## src/rtl/datapath_unit.sv

```systemverilog
// Multi-cycle processor datapath: register file, PC, IR, ALU with A/G registers,
// memory address/data registers and a 4:1 shared bus, steered by control strobes.
module datapath_unit #(
    parameter int DATA_W = 16,
    parameter int ADDR_W = 8
) (
    input  logic              clock,
    input  logic              reset,
    input  logic [DATA_W-1:0] DIN,
    input  logic              IR_in,
    input  logic              ADDR_in,
    input  logic              DOUT_in,
    input  logic              W_D,
    input  logic              G_in,
    input  logic              A_in,
    input  logic              incr_PC,
    input  logic              PC_in,
    input  logic [1:0]        mux_control,
    input  logic [3:0]        ULA_control,
    input  logic [6:0]        register_in,
    input  logic [2:0]        register_out,
    output logic [9:0]        IR,
    output logic              G_or,
    output logic [ADDR_W-1:0] ADDR,
    output logic [DATA_W-1:0] DOUT,
    output logic              W,
    output logic [DATA_W-1:0] bus
);

    localparam logic [1:0] SEL_DIN = 2'b00;
    localparam logic [1:0] SEL_REG = 2'b01;
    localparam logic [1:0] SEL_PC  = 2'b10;
    localparam logic [1:0] SEL_G   = 2'b11;

    localparam logic [3:0] OP_ADD = 4'b0101;
    localparam logic [3:0] OP_SUB = 4'b0110;
    localparam logic [3:0] OP_OR  = 4'b0111;
    localparam logic [3:0] OP_SLT = 4'b1000;
    localparam logic [3:0] OP_SLL = 4'b1001;
    localparam logic [3:0] OP_SRL = 4'b1010;

    logic [DATA_W-1:0] r [0:6];
    logic [DATA_W-1:0] pc;
    logic [DATA_W-1:0] a;
    logic [DATA_W-1:0] g;
    logic [DATA_W-1:0] reg_rd;
    logic [DATA_W-1:0] alu;
    logic              slt;

    // Select 7 has no backing register and reads as zero.
    always_comb begin
        reg_rd = '0;
        case (register_out)
            3'd0:    reg_rd = r[0];
            3'd1:    reg_rd = r[1];
            3'd2:    reg_rd = r[2];
            3'd3:    reg_rd = r[3];
            3'd4:    reg_rd = r[4];
            3'd5:    reg_rd = r[5];
            3'd6:    reg_rd = r[6];
            default: reg_rd = '0;
        endcase
    end

    always_comb begin
        bus = '0;
        case (mux_control)
            SEL_DIN: bus = DIN;
            SEL_REG: bus = reg_rd;
            SEL_PC:  bus = pc;
            SEL_G:   bus = g;
            default: bus = '0;
        endcase
    end

    assign slt = ($signed(a) < $signed(bus));

    // Shifts use only the low four bits of the bus as the shift amount.
    always_comb begin
        alu = bus;
        case (ULA_control)
            OP_ADD:  alu = a + bus;
            OP_SUB:  alu = a - bus;
            OP_OR:   alu = a | bus;
            OP_SLT:  alu = {{(DATA_W-1){1'b0}}, slt};
            OP_SLL:  alu = a << bus[3:0];
            OP_SRL:  alu = a >> bus[3:0];
            default: alu = bus;
        endcase
    end

    assign G_or = |g;

    always_ff @(posedge clock or posedge reset) begin
        if (reset) begin
            for (int i = 0; i < 7; i++) r[i] <= '0;
        end else begin
            for (int i = 0; i < 7; i++) begin
                if (register_in[i]) r[i] <= bus;
            end
        end
    end

    // Every target samples the same pre-edge bus, so simultaneous strobes are independent.
    always_ff @(posedge clock or posedge reset) begin
        if (reset) begin
            pc   <= '0;
            IR   <= '0;
            a    <= '0;
            g    <= '0;
            ADDR <= '0;
            DOUT <= '0;
            W    <= 1'b0;
        end else begin
            if (PC_in)        pc <= bus;
            else if (incr_PC) pc <= pc + 1'b1;
            if (IR_in)   IR   <= DIN[9:0];
            if (A_in)    a    <= bus;
            if (G_in)    g    <= alu;
            if (ADDR_in) ADDR <= bus[ADDR_W-1:0];
            if (DOUT_in) DOUT <= bus;
            W <= W_D;
        end
    end

endmodule

```

## config.mk

```make
export PLATFORM = sky130hd
export DESIGN_NAME = datapath_unit
export DESIGN_NICKNAME = d
export VERILOG_FILES = /design/src/rtl/datapath_unit.sv
export SDC_FILE = /design/constraint.sdc
export NUM_CORES = 1
export LEC_CHECK = 0
export BUFFER_PORTS_ARGS = -buffer_cell sky130_fd_sc_hd__buf_2
export CAP_MARGIN = 0
export CORE_AREA = 2 2 148 150
export DETAILED_ROUTE_END_ITERATION = 8
export DIE_AREA = 0 0 150 152
export GPL_TIMING_DRIVEN = 0
export PLACE_DENSITY = 0.79
export SYNTH_ARGS = -nofsm -noshare
export SYNTH_HDL_FRONTEND = slang
export SYNTH_SLANG_ARGS = --single-unit
```

## constraint.sdc

```tcl
create_clock -name clock -period 6.9 [get_ports clock]
set_clock_uncertainty 0.1 [all_clocks]
set_input_delay 0.69 -clock clock [delete_from_list [all_inputs] [get_ports clock]]
set_output_delay 0.69 -clock clock [all_outputs]
set_load 0.01 [all_outputs]
```

==> results of run 1 <==
==> kinds of logic after synthesis <==
family	after synthesis	share of synthesized area
and+or+nand+nor	364	0.136
adders and majority gates	46	0.0470
xor gates and xnor gates	28	0.0195
DFF	195	0.388
AOI/OAI and AO/OA	395	0.205
buffers and inverters	157	0.0522
muxes	168	0.152
==> routing by layer <==
| layer | vias up | wire length [um] |
|---|---|---|
| met1 | 5638 | 16600 |
| li1 | 5115 | - |
| met2 | 740 | 20500 |
| met5 | - | 14 |
| met3 | 179 | 4080 |
| met4 | 2 | 3040 |
==> stage by stage <==
stage / instance area (sq um) / utilization
floorplan: 12600 / -
CTS: 14000 / 0.655
global route: 14000 / 0.655
global placement: 13300 / 0.623
finish: 14000 / 0.655
detailed placement: 13300 / 0.625
==> flip-flops by register name, summed over array words and instances, names as in the netlist <==
name / flops
g: 16
pc: 16
ADDR: 8
r: 112
DOUT: 16
IR: 10
a: 16
W: 1
==> cell usage after synthesis (14+ instances only) <==
master	n
dfrtp_1	195
nor2_1	141
mux2_2	128
a21oi_1	123
nand2_1	79
o21ai_0	72
clkbuf_1	70
inv_1	51
ha_1	44
mux2i_1	35
nand3_1	30
o22ai_1	27
o211ai_1	23
xnor2_1	23
buf_2	20
a22oi_1	19
a211oi_1	18
nor3_1	18
nand2b_1	16
a31oi_1	15
nor4_1	14
==> report_power, final <==
part	total, uW	switching (uW)	leakage [uW]	internal (uW)
registers	1530	175	0.00225	1350
clock network	1090	577	0.000312	516
logic	1500	932	0.00331	565
==> worst paths after layout <==
path | startpoint | endpoint | cells past startpoint
worst max register to register | pc[2]$_DFFE_PP0P_ | g[13]$_DFFE_PP0P_ | 16
worst max-delay path | register_out[1] | g[13]$_DFFE_PP0P_ | 19
worst min register to register | IR[3]$_DFFE_PP0P_ | IR[3]$_DFFE_PP0P_ | 1
min in group clock | W_D | W$_DFF_PP0_ | 1
max in group asynchronous | reset | r[19]$_DFFE_PP0P_ | 3
worst min-delay path | reset | W$_DFF_PP0_ | 2
==> final cells by class <==
class | count | area, sq um
inverters | 55 | 214
repair buffers | 79 | 418
multi-input cells | 1001 | 7030
well taps | 280 | 350
plain buffers | 101 | 445
fillers | 1738 | 7360
clock inverters | 15 | 228
clock buffers | 17 | 425
flip-flops and latches | 195 | 4880
==> worst max-delay path, stage by stage <==
cell and delay, ps:
buf_2 110, buf_6 160, buf_4 230, mux2i_1 310, nand2_1 100, a41oi_1 590
clkbuf_1 440, buf_2 340, buf_2 500, ha_1 390, inv_1 120, a21oi_1 80
o311ai_0 660, and2_1 220, a32oi_1 220, a2111oi_1 540, mux2i_1 170, nor4_1 540
a21oi_1 140
==> summary.md, run 1 <==
| Metric | Value |
|---|---|
| Status | completed |
| M2 GR Usage | 0.610 |
| RSZ-0062 raised after global routing | false |
| CTS HTree Levels | 4 |
| # rows | 54 |
| Final hold viol count | 0 |
| Gr usage total | 0.394 |
| Kind of start point of the critical path | input pin |
| R2R setup slack | 880 ps |
| Post-CTS resize count | 0 |
| WS Path Type | in -> reg |
| Synth Flop Type | dfrtp_1 |
| Relative slew slack | 0.248 |
| DP Worst Slack | -220 ps |
| Number of enable flip-flop cells after synthesis | 0 |
| PnR worst setup slack | 528 ps |
| CP Max Fanout | 20 |
| Port buffer count | 78 |
| Sequential area share after synthesis | 0.388 |
| Starting Density | 0.588 |
| Worst skew pair latency | 460 ps |
| Leak | 0.00588 uW |
| HPWL Detailed | 32600 um |
| Max Fclk | 157 MHz |
| Total power | 4120 uW |
| Final #Nets | 1538 |
| DRC viols | 0 |
| TritonCTS Sinks | 195 |
| Dominant cell type by area after synthesis | dfrtp_1 |
| WHS | 214 ps |
| Finished Layout Cells | 1743 |
| Pins Over Slew Limit | 0 |
| Yosys reg bits | 195 |
| Period utilisation layout | 0.923 |
| Global-route track usage on met1 | 0.512 |
| CTS tree | built |
| Ports | 94 |
| Post-CTS setup buffers | 0 |
| Reg clk slew, reported paths | 100 ps |
| Syn avg cell area | 9.28 sq um |
| First-pass GRT wire length | 67400 um |
| YS warnings | 0 |
| Syn_nets | 1441 |
| Setup TNS after final layout | 0 ps |
| CTS Hold Bufs | 0 |
| Crit. End Element | register |
| Die ar. | 22800 sq um |
| Max Root-Sink Buffers | 2 |
| Peak supply drop | 0.195 mV |
| Post-detailed-route count of antenna-violating nets | 0 |
| Mapped Area | 12600 sq um |
| WL/cell | 25.4 um |
| CTS buffer count | 17 |
| Synth async-reset ratio | 1.00 |
| Minimum clock period after layout | 6370 ps |
| Starting DRT DRC Count | 1345 |
| GRT Residual Overflow | 0 |
| Global route hottest layer | met2 |
| Max_cap viols | 0 |
| Die width | 150 um |
| Most frequent cells in the layout | dfrtp_1, nor2_1, mux2_2, a21oi_1, buf_2 |
| Worst-margin pin slew | 1120 ps |
| Top post-synthesis cells by area | dfrtp_1, mux2_2, a21oi_1, ha_1, nor2_1 |
| Most common cell after layout, fill and taps aside | dfrtp_1 |
| Die H | 152 um |
| Critical Path AT | 6590 ps |
| Final antenna diode count | 0 |
| Area share of the largest cell type after synthesis | 0.388 |
| WL final | 44300 um |
| Setup violations, final | 0 |
| Pin count of the biggest net entering global routing | 102 |
| Synthesis-to-layout area growth | 11.3% |
| Critical path data required time | 7120 ps |
| Vias in the first global route | 11.2k |
| Initial antenna violation count | 1 |
| Post-synth cell types | 84 |
| Via Count | 11.7k |
| Area of the core | 21400 sq um |
| Drt pass-1 iters | 6 |
| Via/cell ratio | 6.70 |
| Dpl cells | 1712 |
| Worst hold path class | in -> async |
| Proportion of layout cells with a drive suffix above 1 | 0.206 |
| Gpl congestion | 1.01 |
| Pwr/cell area | 294 nW/um^2 |
| Met3 usage in global routing | 0.0769 |
| CTS root buf | clkbuf_16 |
| Synth Instances | 1353 |
No activity file was read; power rests on OpenSTA's default activity.
==> inputs of run 2 (changes only) <==
MAX_ROUTING_LAYER = met4   (was default)
==> run 2 against run 1 <==
Largest power group unchanged. Sequential share of layout area rose by 0.075 points. Die area did not move. Global-route usage rose by 2.2 points. Register-to-register slack got worse by 390 ps. Final cell count barely moved. Sequential cell count did not move. Largest cell class unchanged. Maximum frequency fell by 5.9%. Worst setup slack got worse by 400 ps. Worst hold slack improved by 7.2 ps. The flow now finishes with violations (design-rule violations).
==> summary.md, run 2 (synthesis results as in run 1) <==
| Metric | Value |
|---|---|
| Status | complete, but fails checks |
| Failing checks | design-rule violations |
| Crit. End Element | register |
| HPWL Detailed | 33700 um (+3.5%) |
| Starting Density | 0.588 (unchanged) |
| Port buffer count | 78 (unchanged) |
| First-pass GRT wire length | 69400 um (+3.1%) |
| Setup violations, final | 0 (unchanged) |
| Final #Nets | 1538 (unchanged) |
| Pin count of the biggest net entering global routing | 104 (+2.0%) |
| WL final | 45600 um (+2.8%) |
| Metal3 WL | 3980 um (-2.4%) |
| Final hold viol count | 0 (unchanged) |
| CTS tree | built |
| Worst-margin pin slew | 1250 ps (+131 ps) |
| Ports | 94 (unchanged) |
| Pwr/cell area | 294 nW/um^2 (-0.11%) |
| # rows | 54 (unchanged) |
| R2r startpoint | pc[2]$_DFFE_PP0P_ |
| WHS | 221 ps (+7.15 ps) |
| Gpl congestion | 1.02 (+0.92%) |
| CTS root buf | clkbuf_16 |
| Cell mode on critical path | buf_2 |
| Leak | 0.00587 uW (-0.18%) |
| Reg clk slew, reported paths | 100 ps (about the same) |
| Met2 Wirelength | 21000 um (+2.5%) |
| Vias in the first global route | 11.7k (+4.1%) |
| Via/cell ratio | 6.77 (+1.0%) |
| Synthesis-to-layout area growth | 11.1% |
| Starting DRT DRC Count | 1216 (-9.6%) |
| Most frequent cells in the layout | dfrtp_1, nor2_1, mux2_2, a21oi_1, buf_2 |
| R2r worst-path depth | 16 (unchanged) |
| Worst hold path class | in -> async |
| Cell Area, Placed | 13300 sq um (unchanged) |
| Relative slew slack | 0.160 (-0.0879) |
| Final core occ | 0.654 (-0.00141) |
| Die width | 150 um (unchanged) |
| DRC viols | 11 (+11) |
| Max_cap viols | 0 (unchanged) |
| Peak supply drop | 0.228 mV (+17%) |
| Filler cell count | 1732 (-0.35%) |
| Pins Over Slew Limit | 0 (unchanged) |
| Top reg by flops | r |
| CP cell instances | buf_2 > buf_6 > and3_1 > nor2_1 > buf_2 > a41oi_1 > clkbuf_1 > buf_2 > buf_2 > ha_1 > inv_1 > a21oi_1 > o311ai_0 > and2_1 > a32oi_1 > a2111oi_1 > mux2i_1 > nor4_1 > a21oi_1 |
| Max Fclk | 148 MHz (-5.9%) |
| GRT Residual Overflow | 0 (unchanged) |
| Drt pass-1 iters | 9 (+3) |
| Reg2reg end | g[13]$_DFFE_PP0P_ |
| Period utilisation layout | 0.982 (+0.0582) |
| Critical Path AT | 6990 ps (+400 ps) |
| Die ar. | 22800 sq um (unchanged) |
| WL/cell | 26.1 um (+2.8%) |
| Area of the core | 21400 sq um (unchanged) |
| Gr usage total | 0.416 (+0.0224) |
| Proportion of layout cells with a drive suffix above 1 | 0.206 (unchanged) |
| Crit. Startpoint | register_out[1] |
| Dpl cells | 1712 (unchanged) |
| Critical path data required time | 7120 ps (about the same) |
| CTS buffer count | 17 (unchanged) |
| CTS HTree Levels | 4 (unchanged) |
| Max reg flops | 112 (unchanged) |
| Total power | 4100 uW (-0.33%) |
| Fin area | 14000 sq um (-0.22%) |
| RSZ-0062 raised after global routing | false |
| Minimum clock period after layout | 6770 ps (+401 ps) |
| Slowest cell on crit path | o311ai_0 |
| R2R setup slack | 490 ps (-390 ps) |
| Die H | 152 um (unchanged) |
| Critical path's largest stage delay | 770 ps (+110 ps) |
| Max Root-Sink Buffers | 2 (unchanged) |
| Via Count | 11.8k (+1.1%) |
| WS Path Type | in -> reg |
| Worst skew pair latency | 450 ps (about the same) |
| Initial antenna violation count | 1 (unchanged) |
| Post-CTS setup buffers | 0 (unchanged) |
| Highest signal layer in the routed design | met4 |
| CTS Hold Bufs | 0 (unchanged) |
| Most common cell after layout, fill and taps aside | dfrtp_1 |
| TritonCTS Sinks | 195 (unchanged) |
| Post-detailed-route count of antenna-violating nets | 0 (unchanged) |
| CP Max Fanout | 20 (unchanged) |
| Kind of start point of the critical path | input pin |
| Metal-1 WL | 17600 um (+6.0%) |
| Finished Layout Cells | 1744 (+0.057%) |
-- run 2: cell count changes in the layout (fill, tap and decap cells not counted), sizes merged --
cell and change:
diode +1
-- run 2: worst max-delay path, delay by kind of cell --
kind                     cells  cell delay [ps]
AO/OA/AOI/OAI                6             2430
adder cells (fa/ha/maj)      1              400
buffers and inverters        7             2020
multiplexers                 1              200
AND/OR/NAND/NOR              4             1220
-- run 2: metal layers --
layer | track usage | vias to the layer above
met4 | 0.221 | 0
met2 | 0.643 | 712
li1 | - | 5097
met5 | - | -
met3 | 0.0676 | 174
met1 | 0.526 | 5819
-- run 2: final cells by class --
class / count / area (sq um) / area share
multi-input combinational: 1001 / 7030 / 0.503
timing repair buffer: 79 / 418 / 0.0299
buffer: 101 / 445 / 0.0319
inverter: 55 / 214 / 0.0153
clock buffer: 17 / 425 / 0.0305
antenna: 1 / 2.50 / 0.000179
tap: 280 / 350 / 0.0251
clock inverter: 15 / 195 / 0.0140
sequential: 195 / 4880 / 0.350
-- run 2: power breakdown --
part           switching (uW)  total (uW)  internal [uW]
clock network             571        1070            504
logic                     939        1500            564
registers                 174        1530           1350
-- run 2: stage by stage --
step	worst slack, ps	setup TNS, ps
2_1_floorplan	798	0
3_3_place_gp	-1240	-241370
3_5_place_dp	-523	-629
4_1_cts	449	0
5_1_grt	29.5	0
6_report	127	0
-- run 2: repair_timing --
action                                  in CTS  in global routing
endpoints found under the setup margin       1                  0
hold endpoints to repair                     0                  0
gates resized for setup                      0                  0
-- run 2: how the worst max path moves through the flow --
| stage | end |
|---|---|
| CTS | g[13]$_DFFE_PP0P_ |
| detailed placement | g[13]$_DFFE_PP0P_ |
| global route | g[13]$_DFFE_PP0P_ |
| finish | g[13]$_DFFE_PP0P_ |
| floorplan | ADDR[0]$_DFFE_PP0P_ |
| global placement | a[3]$_DFFE_PP0P_ |
==> inputs of run 3 (changes only) <==
clock period = 6.8 ns   (was 6.9 ns; I/O delays follow)
==> run 3 against run 2 <==
First-iteration DRC count is 4.8% higher. Power is 1.5% higher. Register-to-register slack better by 120 ps. Worst setup slack better by 150 ps. Sequential power hardly changed. Critical path depth is 1 lower. Via count is 0.11% higher. The run now ends clean. Routed wire length is 0.23% higher. Largest cell class unchanged.
==> summary.md, run 3 (synthesis results as in run 1) <==
| Metric | Value |
|---|---|
| Status | completed |
| Max Root-Sink Buffers | 2 (unchanged) |
| Comb pwr share | 0.367 (about the same) |
| WL final | 45700 um (+0.23%) |
| CTS tree | built |
| Max_cap viols | 0 (unchanged) |
| First-pass GRT wire length | 69400 um (unchanged) |
| Via Count | 11.8k (+0.11%) |
| CTS HTree Levels | 4 (unchanged) |
| Relative slew slack | 0.197 (+0.0372) |
| Die width | 150 um (unchanged) |
| Max Fclk | 153 MHz |
| CP cell instances | buf_2 > buf_2 > mux2i_1 > o2bb2ai_1 > a41oi_2 > clkbuf_1 > buf_2 > buf_2 > ha_1 > inv_1 > a21oi_1 > o311ai_0 > and2_1 > a32oi_1 > a2111oi_1 > mux2i_1 > nor4_1 > a21oi_1 |
| Critical path's largest stage delay | 750 ps (-20 ps) |
| Starting Density | 0.588 (unchanged) |
| Max reg flops | 112 (unchanged) |
| Vias in the first global route | 11.7k (unchanged) |
| Area of the core | 21400 sq um (unchanged) |
| Seq pwr share | 0.372 (about the same) |
| Final #Nets | 1538 (unchanged) |
| Gr usage total | 0.416 (unchanged) |
| Via/cell ratio | 6.77 (+0.11%) |
| Pin count of the biggest net entering global routing | 104 (unchanged) |
| Clock share of power | 0.261 (about the same) |
| # rows | 54 (unchanged) |
| Initial antenna violation count | 1 (unchanged) |
| Cell mode on critical path | buf_2 |
| Top reg by flops | r |
| Internal | 2460 uW (+1.5%) |
| Leak | 0.00587 uW (about the same) |
| Proportion of layout cells with a drive suffix above 1 | 0.207 (+0.000684) |
| Finished Layout Cells | 1744 (unchanged) |
| TritonCTS Sinks | 195 (unchanged) |
| CTS buffer count | 17 (unchanged) |
| Critical path data required time | 7020 ps (-100 ps) |
| Pwr/cell area | 298 nW/um^2 (+1.5%) |
| Synthesis-to-layout area growth | 11.2% (about the same) |
| Pins Over Slew Limit | 0 (unchanged) |
| R2r startpoint | pc[2]$_DFFE_PP0P_ |
| Setup violations, final | 0 (unchanged) |
| Kind of start point of the critical path | input pin |
| DRC viols | 0 (-11) |
| Sw Ratio | 0.411 (about the same) |
| Worst skew pair latency | 460 ps (about the same) |
| Crit. Startpoint | mux_control[1] |
| Reg clk slew, reported paths | 90 ps (about the same) |
| Most frequent cells in the layout | dfrtp_1, nor2_1, mux2_2, a21oi_1, buf_2 |
| Switching pwr | 1710 uW (+1.6%) |
| Slowest cell on crit path | o311ai_0 |
| WS Path Type | in -> reg |
| WHS | 207 ps (-14.1 ps) |
| HPWL Detailed | 33700 um (unchanged) |
| Reg area | 4880 sq um (unchanged) |
| Crit. End Element | register |
| Peak supply drop | 0.231 mV (+1.3%) |
| Critical Path AT | 6750 ps (-240 ps) |
| Drt pass-1 iters | 8 (-1) |
| Post-CTS setup buffers | 0 (unchanged) |
| Most common cell after layout, fill and taps aside | dfrtp_1 |
| CTS Hold Bufs | 0 (unchanged) |
| GRT Residual Overflow | 0 (unchanged) |
| Gpl congestion | 1.02 (unchanged) |
| Final hold viol count | 0 (unchanged) |
| RSZ-0062 raised after global routing | false |
| Dpl cells | 1712 (unchanged) |
| Filler cell count | 1728 (-0.23%) |
| Ports | 94 (unchanged) |
| Die H | 152 um (unchanged) |
| CTS root buf | clkbuf_16 |
| Die ar. | 22800 sq um (unchanged) |
| WL/cell | 26.2 um (+0.23%) |
| Port buffer count | 78 (unchanged) |
| Worst-margin pin slew | 1190 ps (-55.2 ps) |
| CP Max Fanout | 20 (unchanged) |
| Starting DRT DRC Count | 1274 (+4.8%) |
| Minimum clock period after layout | 6530 ps |
| Post-detailed-route count of antenna-violating nets | 0 (unchanged) |
| Worst hold path class | in -> async |
| Multi-input gate area | 7030 sq um (+0.11%) |
| Period utilisation layout | 0.960 |
==> run 3: cell counts in the layout (fill, tap and decap cells not counted) <==
No cell type changed its count.
==> run 3: per-layer routing <==
layer | track usage | wire length [um] | up-vias
li1 | - | - | 5108
met3 | 0.0676 | 4030 | 162
met1 | 0.526 | 17700 | 5836
met5 | - | 0 | -
met4 | 0.221 | 2780 | 0
met2 | 0.643 | 21200 | 709
==> run 3: power groups by stage <==
stage          Sequential [uW]  Combinational [uW]  Clock (uW)
2_1_floorplan             1520                1010           0
3_3_place_gp              1550                1460           0
3_5_place_dp              1560                1470           0
4_1_cts                   1540                1490        1090
5_1_grt                   1570                1630        1130
6_report                  1550                1530        1090
==> run 3: through the flow <==
stage	setup slack [ps]	TNS, ps	total power [uW]	utilization	instance area (sq um)
after floorplan	708	0	2530	-	12600
after global placement	-1330	-259120	3000	0.623	13300
after detailed placement	-613	-809	3030	0.625	13300
after CTS	359	0	4110	0.654	14000
after global routing	122	0	4330	0.654	14000
final	274	0	4170	0.654	14000
==> run 3: repair_timing <==
item | CTS | global route
gates resized for setup | 0 | 1
endpoints found under the hold margin | 0 | 0
endpoints found under the setup margin | 1 | 1
==> run 3: critical path: cells and delay by family <==
| family | cells | cell delay (ps) |
|---|---|---|
| adders and majority gates | 1 | 400 |
| AOI/OAI and AO/OA | 7 | 2400 |
| buffers and inverters | 6 | 1920 |
| muxes | 2 | 470 |
| and+or+nand+nor | 2 | 830 |
==> run 3: worst paths after layout <==
kind                                        endpoint  slack [ps]  depth (start not counted)
min in group clock                       W$_DFF_PP0_         220                          1
max in group asynchronous           a[4]$_DFFE_PP0P_        5440                          3
worst min-delay path                     W$_DFF_PP0_         210                          2
worst max register to register     g[13]$_DFFE_PP0P_         610                         16
worst max-delay path               g[13]$_DFFE_PP0P_         270                         18
worst min register to register  DOUT[12]$_DFFE_PP0P_         410                          1
==> run 3: area by class of cell <==
cell class,instances,share of cell area
Antenna cell,1,0.000179
Buffer,101,0.0319
Clock buffer,17,0.0305
Clock inverter,15,0.0140
Inverter,55,0.0153
Multi-Input combinational cell,1001,0.504
Sequential cell,195,0.349
Tap cell,280,0.0251
Timing Repair Buffer,79,0.0299
